<file path="src/rtl/multicycle_control.sv">
// Multicycle MIPS-style control unit.
// A 12-state sequencer drives the datapath controls from the current state,
// mem_ready and, where the instruction matters, the opcode. Memory states
// (FETCH, MEMRD, MEMWR) are guarded by a wait counter that abandons an access
// after MEM_WAIT_MAX idle cycles and reports it with a one-cycle mem_err.
//
//   state  | meaning
//   FETCH  | read instruction at PC, PC <= PC+4 when memory answers
//   DECODE | read registers, precompute branch target, dispatch on opcode
//   MEMADR | compute load/store effective address
//   MEMRD  | load data read, waits for mem_ready
//   MEMWB  | write loaded data to rt
//   MEMWR  | store data write, waits for mem_ready
//   RTEXEC | R-type ALU operation
//   RTWB   | write ALU result to rd
//   BEQ    | compare and conditionally load branch target
//   IEXEC  | immediate ALU operation (addi/andi/ori)
//   IWB    | write immediate result to rt
//   JUMP   | load jump target into PC
module multicycle_control #(
  parameter int unsigned MEM_WAIT_MAX = 15
) (
  input  logic       clk,
  input  logic       rst,
  input  logic [5:0] opcode,
  input  logic       mem_ready,
  output logic       PCWrite,
  output logic       PCWriteCond,
  output logic       IorD,
  output logic       MemRead,
  output logic       MemWrite,
  output logic       MemtoReg,
  output logic       IRWrite,
  output logic       RegWrite,
  output logic       RegDst,
  output logic       ALUsrcA,
  output logic       ZeroExt,
  output logic [1:0] PCSource,
  output logic [1:0] ALUsrcB,
  output logic [1:0] ALUop,
  output logic       illegal_op,
  output logic       mem_err,
  output logic [3:0] state
);

  typedef enum logic [3:0] {
    S_FETCH  = 4'd0,
    S_DECODE = 4'd1,
    S_MEMADR = 4'd2,
    S_MEMRD  = 4'd3,
    S_MEMWB  = 4'd4,
    S_MEMWR  = 4'd5,
    S_RTEXEC = 4'd6,
    S_RTWB   = 4'd7,
    S_BEQ    = 4'd8,
    S_IEXEC  = 4'd9,
    S_IWB    = 4'd10,
    S_JUMP   = 4'd11
  } state_t;

  localparam logic [5:0] OP_RTYPE = 6'b000000;
  localparam logic [5:0] OP_J     = 6'b000010;
  localparam logic [5:0] OP_BEQ   = 6'b000100;
  localparam logic [5:0] OP_ADDI  = 6'b001000;
  localparam logic [5:0] OP_ANDI  = 6'b001100;
  localparam logic [5:0] OP_ORI   = 6'b001101;
  localparam logic [5:0] OP_LW    = 6'b100011;
  localparam logic [5:0] OP_SW    = 6'b101011;

  localparam logic [7:0] WAIT_MAX_C = MEM_WAIT_MAX[7:0];

  state_t     state_q, state_d;
  state_t     cur_state;
  logic [7:0] wait_cnt_q, wait_cnt_d;
  logic       in_wait;
  logic       timeout;
  logic       op_legal;
  logic       op_logic_imm;
  logic       rdy_eff;

  // While reset is held the outputs look like an idle FETCH, so the
  // datapath never sees a stale access from the state being abandoned.
  assign cur_state = rst ? S_FETCH : state_q;
  assign rdy_eff   = mem_ready & ~rst;
  assign state     = cur_state;

  assign in_wait = (state_q == S_FETCH) || (state_q == S_MEMRD) || (state_q == S_MEMWR);
  // Completion wins over timeout when both land on the same cycle.
  assign timeout = in_wait && !mem_ready && (wait_cnt_q == WAIT_MAX_C);

  assign op_logic_imm = (opcode == OP_ANDI) || (opcode == OP_ORI);

  // Opcode legality for the DECODE dispatch.
  always_comb begin
    op_legal = 1'b0;
    case (opcode)
      OP_RTYPE, OP_J, OP_BEQ, OP_ADDI, OP_ANDI, OP_ORI, OP_LW, OP_SW: op_legal = 1'b1;
      default:                                                       op_legal = 1'b0;
    endcase
  end

  // Wait counter: counts idle memory cycles, any exit or handshake clears it.
  // Non-memory states always leave it at zero, which covers the clear on entry.
  always_comb begin
    if (in_wait && !mem_ready && !timeout) begin
      wait_cnt_d = wait_cnt_q + 8'd1;
    end else begin
      wait_cnt_d = 8'd0;
    end
  end

  // Next-state selection.
  always_comb begin
    state_d = state_q;
    case (state_q)
      S_FETCH: begin
        if (mem_ready) begin
          state_d = S_DECODE;
        end else if (timeout) begin
          state_d = S_FETCH;
        end
      end
      S_DECODE: begin
        case (opcode)
          OP_LW, OP_SW:              state_d = S_MEMADR;
          OP_RTYPE:                  state_d = S_RTEXEC;
          OP_BEQ:                    state_d = S_BEQ;
          OP_ADDI, OP_ANDI, OP_ORI:  state_d = S_IEXEC;
          OP_J:                      state_d = S_JUMP;
          default:                   state_d = S_FETCH;
        endcase
      end
      S_MEMADR: begin
        if (opcode == OP_LW) begin
          state_d = S_MEMRD;
        end else if (opcode == OP_SW) begin
          state_d = S_MEMWR;
        end else begin
          state_d = S_FETCH;
        end
      end
      S_MEMRD: begin
        if (mem_ready) begin
          state_d = S_MEMWB;
        end else if (timeout) begin
          state_d = S_FETCH;
        end
      end
      S_MEMWB:  state_d = S_FETCH;
      S_MEMWR: begin
        if (mem_ready || timeout) begin
          state_d = S_FETCH;
        end
      end
      S_RTEXEC: state_d = S_RTWB;
      S_RTWB:   state_d = S_FETCH;
      S_BEQ:    state_d = S_FETCH;
      S_IEXEC:  state_d = S_IWB;
      S_IWB:    state_d = S_FETCH;
      S_JUMP:   state_d = S_FETCH;
      default:  state_d = S_FETCH;
    endcase
  end

  // Control decode; anything not driven by a state stays 0.
  always_comb begin
    PCWrite     = 1'b0;
    PCWriteCond = 1'b0;
    IorD        = 1'b0;
    MemRead     = 1'b0;
    MemWrite    = 1'b0;
    MemtoReg    = 1'b0;
    IRWrite     = 1'b0;
    RegWrite    = 1'b0;
    RegDst      = 1'b0;
    ALUsrcA     = 1'b0;
    ZeroExt     = 1'b0;
    PCSource    = 2'b00;
    ALUsrcB     = 2'b00;
    ALUop       = 2'b00;
    illegal_op  = 1'b0;
    case (cur_state)
      S_FETCH: begin
        MemRead = 1'b1;
        ALUsrcB = 2'b01;
        IRWrite = rdy_eff;
        PCWrite = rdy_eff;
      end
      S_DECODE: begin
        ALUsrcB    = 2'b11;
        illegal_op = ~op_legal;
      end
      S_MEMADR: begin
        ALUsrcA = 1'b1;
        ALUsrcB = 2'b10;
      end
      S_MEMRD: begin
        MemRead = 1'b1;
        IorD    = 1'b1;
      end
      S_MEMWB: begin
        MemtoReg = 1'b1;
        RegWrite = 1'b1;
      end
      S_MEMWR: begin
        MemWrite = 1'b1;
        IorD     = 1'b1;
      end
      S_RTEXEC: begin
        ALUsrcA = 1'b1;
        ALUop   = 2'b10;
      end
      S_RTWB: begin
        RegDst   = 1'b1;
        RegWrite = 1'b1;
      end
      S_BEQ: begin
        ALUsrcA     = 1'b1;
        ALUop       = 2'b01;
        PCWriteCond = 1'b1;
        PCSource    = 2'b01;
      end
      S_IEXEC: begin
        ALUsrcA = 1'b1;
        ALUsrcB = 2'b10;
        if (op_logic_imm) begin
          ALUop   = 2'b11;
          ZeroExt = 1'b1;
        end
      end
      S_IWB: begin
        RegWrite = 1'b1;
        ZeroExt  = op_logic_imm;
      end
      S_JUMP: begin
        PCWrite  = 1'b1;
        PCSource = 2'b10;
      end
      default: begin
      end
    endcase
  end

  // Timeout pulse is suppressed while reset is held.
  assign mem_err = timeout & ~rst;

  // State and wait-counter registers with synchronous reset.
  always_ff @(posedge clk) begin
    if (rst) begin
      state_q    <= S_FETCH;
      wait_cnt_q <= 8'd0;
    end else begin
      state_q    <= state_d;
      wait_cnt_q <= wait_cnt_d;
    end
  end

endmodule

</file>
<file path="config.mk">
export PLATFORM = sky130hd
export DESIGN_NAME = multicycle_control
export DESIGN_NICKNAME = d
export VERILOG_FILES = /design/src/rtl/multicycle_control.sv
export SDC_FILE = /design/constraint.sdc
export NUM_CORES = 1
export LEC_CHECK = 0
export BUFFER_PORTS_ARGS = -buffer_cell sky130_fd_sc_hd__buf_4
export CORE_AREA = 4 4 57 48
export DETAILED_ROUTE_END_ITERATION = 7
export DIE_AREA = 0 0 61 52
export GPL_TIMING_DRIVEN = 0
export PLACE_DENSITY = 0.72
export SLEW_MARGIN = 40
export SYNTH_ARGS = -nofsm -noshare
export SYNTH_HDL_FRONTEND = slang
export SYNTH_SLANG_ARGS = --single-unit
</file>
<file path="constraint.sdc">
create_clock -name clk -period 1.9 [get_ports clk]
set_input_delay 0.095 -clock clk [delete_from_list [all_inputs] [get_ports clk]]
set_output_delay 0.095 -clock clk [all_outputs]
set_load 0.02 [all_outputs]
</file>
Word level (Yosys, flattened, before mapping)
Cells that the tools add are included.
{"block": "word_totals", "register_bits": 12, "input_bits": 9, "output_inout_bits": 23, "elab_cells": 82}
{"block": "classes", "add_sub_neg": 1, "n_eq_ne": 26, "muxes": 27, "bitwise_logic": 5, "n_reduce_logical": 21}
{"op": "$pmux W4 S7", "count": 1}
{"op": "$eq A4 B3 Y1 const B", "count": 6}
{"op": "$eq A4 B4 Y1 const B", "count": 5}
{"op": "$mux W4", "count": 5}
{"op": "$pmux W4 S5", "count": 1}
{"op": "$eq A6 B4 Y1 const B", "count": 3}
{"op": "$eq A4 B2 Y1 const B", "count": 4}
{"op": "$eq A6 B6 Y1 const B", "count": 2}
{"op": "$mux W1", "count": 12}
{"op": "$pmux W2 S3", "count": 2}
{"op": "$reduce_or A2 Y1", "count": 5}
{"op": "$add A8 B1 Y8 const B", "count": 1}
{"op": "$eq A4 B1 Y1 const B", "count": 2}
{"op": "$eq A8 B4 Y1 const B", "count": 1}
{"op": "$logic_not A4 Y1", "count": 2}
{"op": "$reduce_or A8 Y1", "count": 1}
{"op": "$eq A6 B2 Y1 const B", "count": 1}
{"op": "$eq A6 B3 Y1 const B", "count": 1}
{"op": "$logic_not A6 Y1", "count": 1}
{"op": "$mux W3", "count": 2}
{"op": "$reduce_or A3 Y1", "count": 2}
{"op": "$logic_or A1 B1 Y1", "count": 4}
{"op": "$pmux W1 S2", "count": 2}
{"op": "$pmux W2 S2", "count": 1}
{"op": "other kinds (7)", "count": 13}

Depth between registers and ports, before layout
{"block": "depth", "depth_word": 9, "depth_mapped": 6, "depth_no_buf": 5}

Worst setup path before layout
Ideal clock, no wire load.
{"block": "synth_timing", "path_kind": "register -> output", "startpoint": "register state_q[3]", "endpoint": "output ALUop[0]", "arrival_time_ns": 1.711, "required_ns": 1.805, "path_slack_ns": 0.094, "path_stages_with_launch": 4, "n_path_buf": 1, "path_cell_list": "dfxtp_1 -> buf_4 -> nand2_1 -> a2111oi_0"}
{"block": "synth_between", "elab_chain_len": 3, "elab_cells_between_ends": 5, "cone_classes": "3 x eq/ne; 2 x mux"}
{"element": "from (decl)", "line_no": "72", "rtl": "state_t state_q, state_d;"}
{"element": "from (signal assigned)", "line_no": "253", "rtl": "state_q <= state_d;"}
{"element": "$mux W4 *", "line_no": "83", "rtl": "assign cur_state = rst ? S_FETCH : state_q;"}
{"element": "$eq A4 B4 Y1 / $eq A4 B3 Y1 (equally long branches)", "line_no": "182", "rtl": "case (cur_state)"}
{"element": "$pmux W2 S3 *", "line_no": "182"}
{"element": "to (decl)", "line_no": "40", "rtl": "output logic [1:0] ALUop,"}
Every way passes the cells marked *; elsewhere a longest branch is shown, timed or not.

Final worst setup path
{"block": "layout_timing", "startpoint": "register state_q[1]", "endpoint": "output illegal_op"}
{"block": "layout_between", "elab_chain_len": 3}
{"element": "$mux W4", "line_no": "83"}
{"element": "$eq A4 B1 Y1", "line_no": "182"}
{"element": "$mux W1", "line_no": "182"}
{"element": "to (decl)", "line_no": "41", "rtl": "output logic illegal_op,"}
No other way between the ends.

==> impl_metrics.yaml <==
status:
  status: "complete, no violations"
placed_design:
  routabilityCongestion: 0.869
  dpl.hpwl_um: 2080
  placed_area_sq_um: 1300
  dpl.cell_count: 192
  io_buffers: 30
  pre_cts_ws_ns: 0.261
power_and_ir_drop:
  powerDensity_nw_per_um2: 432
  power_mw: 0.578
  power.leakage_nw: 0.560
  peakVddDrop_v: 0.000323
clocking:
  clock_latency_ns: 0.28
  cts_resized: 0
  cts.clk_slew.worst_paths_ns: 0.08
  cts_made_buffers: 3
  cts-root-buf: "clkbuf_4"
  clockBufferDepth: 2
  htree_levels: 1
  cts_tree: "built"
  cts_hold_buf: 0
  post_cts_buffers: 0
  clkSinkCount: 12
final_layout:
  num_antenna_cells: 0
  n_fill_cell: 186
  finalNonFillerCells: 196
  final_area_sq_um: 1340
  nets: 182
  utilization_pct: 62.5
  area_growth_pct: 28.1
  drive_above_1_share_pct: 32.7
sta:
  finalSetupTns_ns: 0
  slew_headroom_pct: 73.9
  hold_viol: 0
  final_max_slew_viol_count: 0
  setup_viol: 0
  max_freq_mhz: 562
  rsz0062_at_grt: "false"
  finalWorstPathRequiredPeriod_ns: 1.78
  finalWorstSetupSlack_ns: 0.120
  worst_pin_slew_ns: 0.382
  fin_crit_sh_pct: 93.7
  fin_hold_ws_ns: 0.188
  finClkSkew_ns: 0.00188
grt:
  grt_max_degree: 11
  grt_pass1_vias: 978
  grt_pass1_wl_um: 4440
  grt.busiest_layer: "met2"
  antenna_found_initial: 0
  grt_overflow: 0
  met3_usage_pct: 5.46
  grt_usage_pct: 18.3
  grt_util_met1_pct: 26.1
  grtUsageMet2_pct: 26.3
synthesis:
  synth_nets: 147
  synth.distinct_cells: 45
  synthCells: 137
  yosysWarnings: 0
  synthesis.area_sq_um: 1040
  async_reset_ff_share_pct: 0
  avgSynthCellArea_sq_um: 7.62
  synth_ff_type: "dfxtp_1"
  synth_edf_count: 0
  ys_seq_elements: 12
  synth-seq-area-share_pct: 23.0
routing:
  viasPerCell: 5.62
  first_iter_violations: 51
  routed_wl_um: 2700
  dr.pass1.iters: 4
  drc: 0
  drtAntennaViolNets: 0
  avgRoutedWirePerCell_um: 13.8
  num_vias: 1102
min_path:
  hold_class: "in -> reg"
critical_path:
  worstPathMaxFanout: 10
  endpoint_kind: "output port"
  cp.arrival_ns: 1.68
  cpPeakStageDelay_ns: 0.37
  worstPathRequired_ns: 1.80
  crit_type: "reg -> out"
  cp_slowest_cell: "or3_1"
  startpoint_type: "flip-flop"
  cp_cell_sequence: "buf_6 -> nor2_2 -> nand3_1 -> or3_1 -> a21oi_1 -> buf_4"
floorplanning:
  die_area_sq_um: 3170
  io-pin-count: 32
  core_area_sq_um: 2140
  row_count: 15
  initial_core_util_pct: 48.8
  die_w_um: 61
  die_height_um: 52
flow_run:
  maxCapViolCount: 0
==> cells by family (layout without fill, tap and decap cells) <==
logic type | after synthesis | in the layout | synth area share [%]
and+or+nand+nor | 75 | 75 | 39.8
AOI/OAI and AO/OA | 25 | 25 | 18.6
buffers and inverters | 15 | 49 | 9.59
DFF | 12 | 12 | 23.0
xor gates and xnor gates | 8 | 8 | 6.71
adders and majority gates | 1 | 1 | 1.20
muxes | 1 | 1 | 1.08
==> worst paths after layout <==
| check | depth (start not counted) | end | from | slack [ns] |
|---|---|---|---|---|
| worst max register to register | 6 | state_q[2] | wait_cnt_q[0] | 0.26 |
| worst max-delay path | 6 | illegal_op | state_q[1] | 0.12 |
| worst min-delay path | 3 | state_q[0] | rst | 0.19 |
| worst min register to register | 1 | wait_cnt_q[0] | wait_cnt_q[0] | 0.44 |
==> sequential cells by signal, summed over array words and instances, names as in the netlist <==
register and cells:
wait_cnt_q 8, state_q 4
==> synth_stat cells, drive strengths merged, types with 2 or more instances <==
| cell | instances | area, sq um |
|---|---|---|
| dfxtp | 12 | 240 |
| nand2b | 5 | 31.3 |
| nor2 | 19 | 78.8 |
| a21oi | 7 | 35.0 |
| a211oi | 3 | 22.5 |
| a2111oi | 3 | 38.8 |
| buf | 9 | 77.6 |
| nor3 | 7 | 35.0 |
| nor2b | 2 | 12.5 |
| and3 | 4 | 27.5 |
| nor3b | 2 | 15.0 |
| xor2 | 5 | 43.8 |
| and2b | 2 | 16.3 |
| xnor2 | 3 | 26.3 |
| or3 | 3 | 18.8 |
| a31oi | 2 | 12.5 |
| nor4 | 3 | 33.8 |
| nand2 | 13 | 48.8 |
| o21ai | 3 | 15.0 |
| inv | 5 | 18.8 |
| nand3 | 6 | 30.0 |
| and2 | 4 | 25.0 |
==> per-layer routing <==
metal / vias up / wire, um
met1: 501 / 1300
met5: - / 0
met2: 43 / 1130
met3: 4 / 241
li1: 554 / -
met4: 0 / 27
==> power by group <==
| group | internal, mW | total (mW) | switching (mW) |
|---|---|---|---|
| registers | 0.255 | 0.258 | 0.00340 |
| clock network | 0.117 | 0.208 | 0.0913 |
| logic | 0.0456 | 0.111 | 0.0657 |
==> final cells by class <==
class	instances	area, sq um	share of cell area [%]
Multi-Input combinational cell	110	703	52.6
Sequential cell	12	240	18.0
Timing Repair Buffer	30	225	16.9
Buffer	10	81.3	6.09
Clock buffer	4	36.3	2.72
Tap cell	25	31.3	2.34
Inverter	5	18.8	1.40
==> critical path: cells and delay by family (launching register included) <==
family          cells  cell delay, ns
flops               1            0.33
buf+inv             2            0.30
simple gates        3            0.66
compound gates      1            0.12
==> cell usage in the layout, fill, tap and decap left out, drive strengths merged, types with 4 or more instances in the layout <==
cell type	instances
xor2	5
nand2b	5
nor2	19
clkbuf	5
dfxtp	12
nand3	6
a21oi	7
and2	4
buf	39
nor3	7
inv	5
and3	4
nand2	13
No activity file was read; power rests on OpenSTA's default activity.
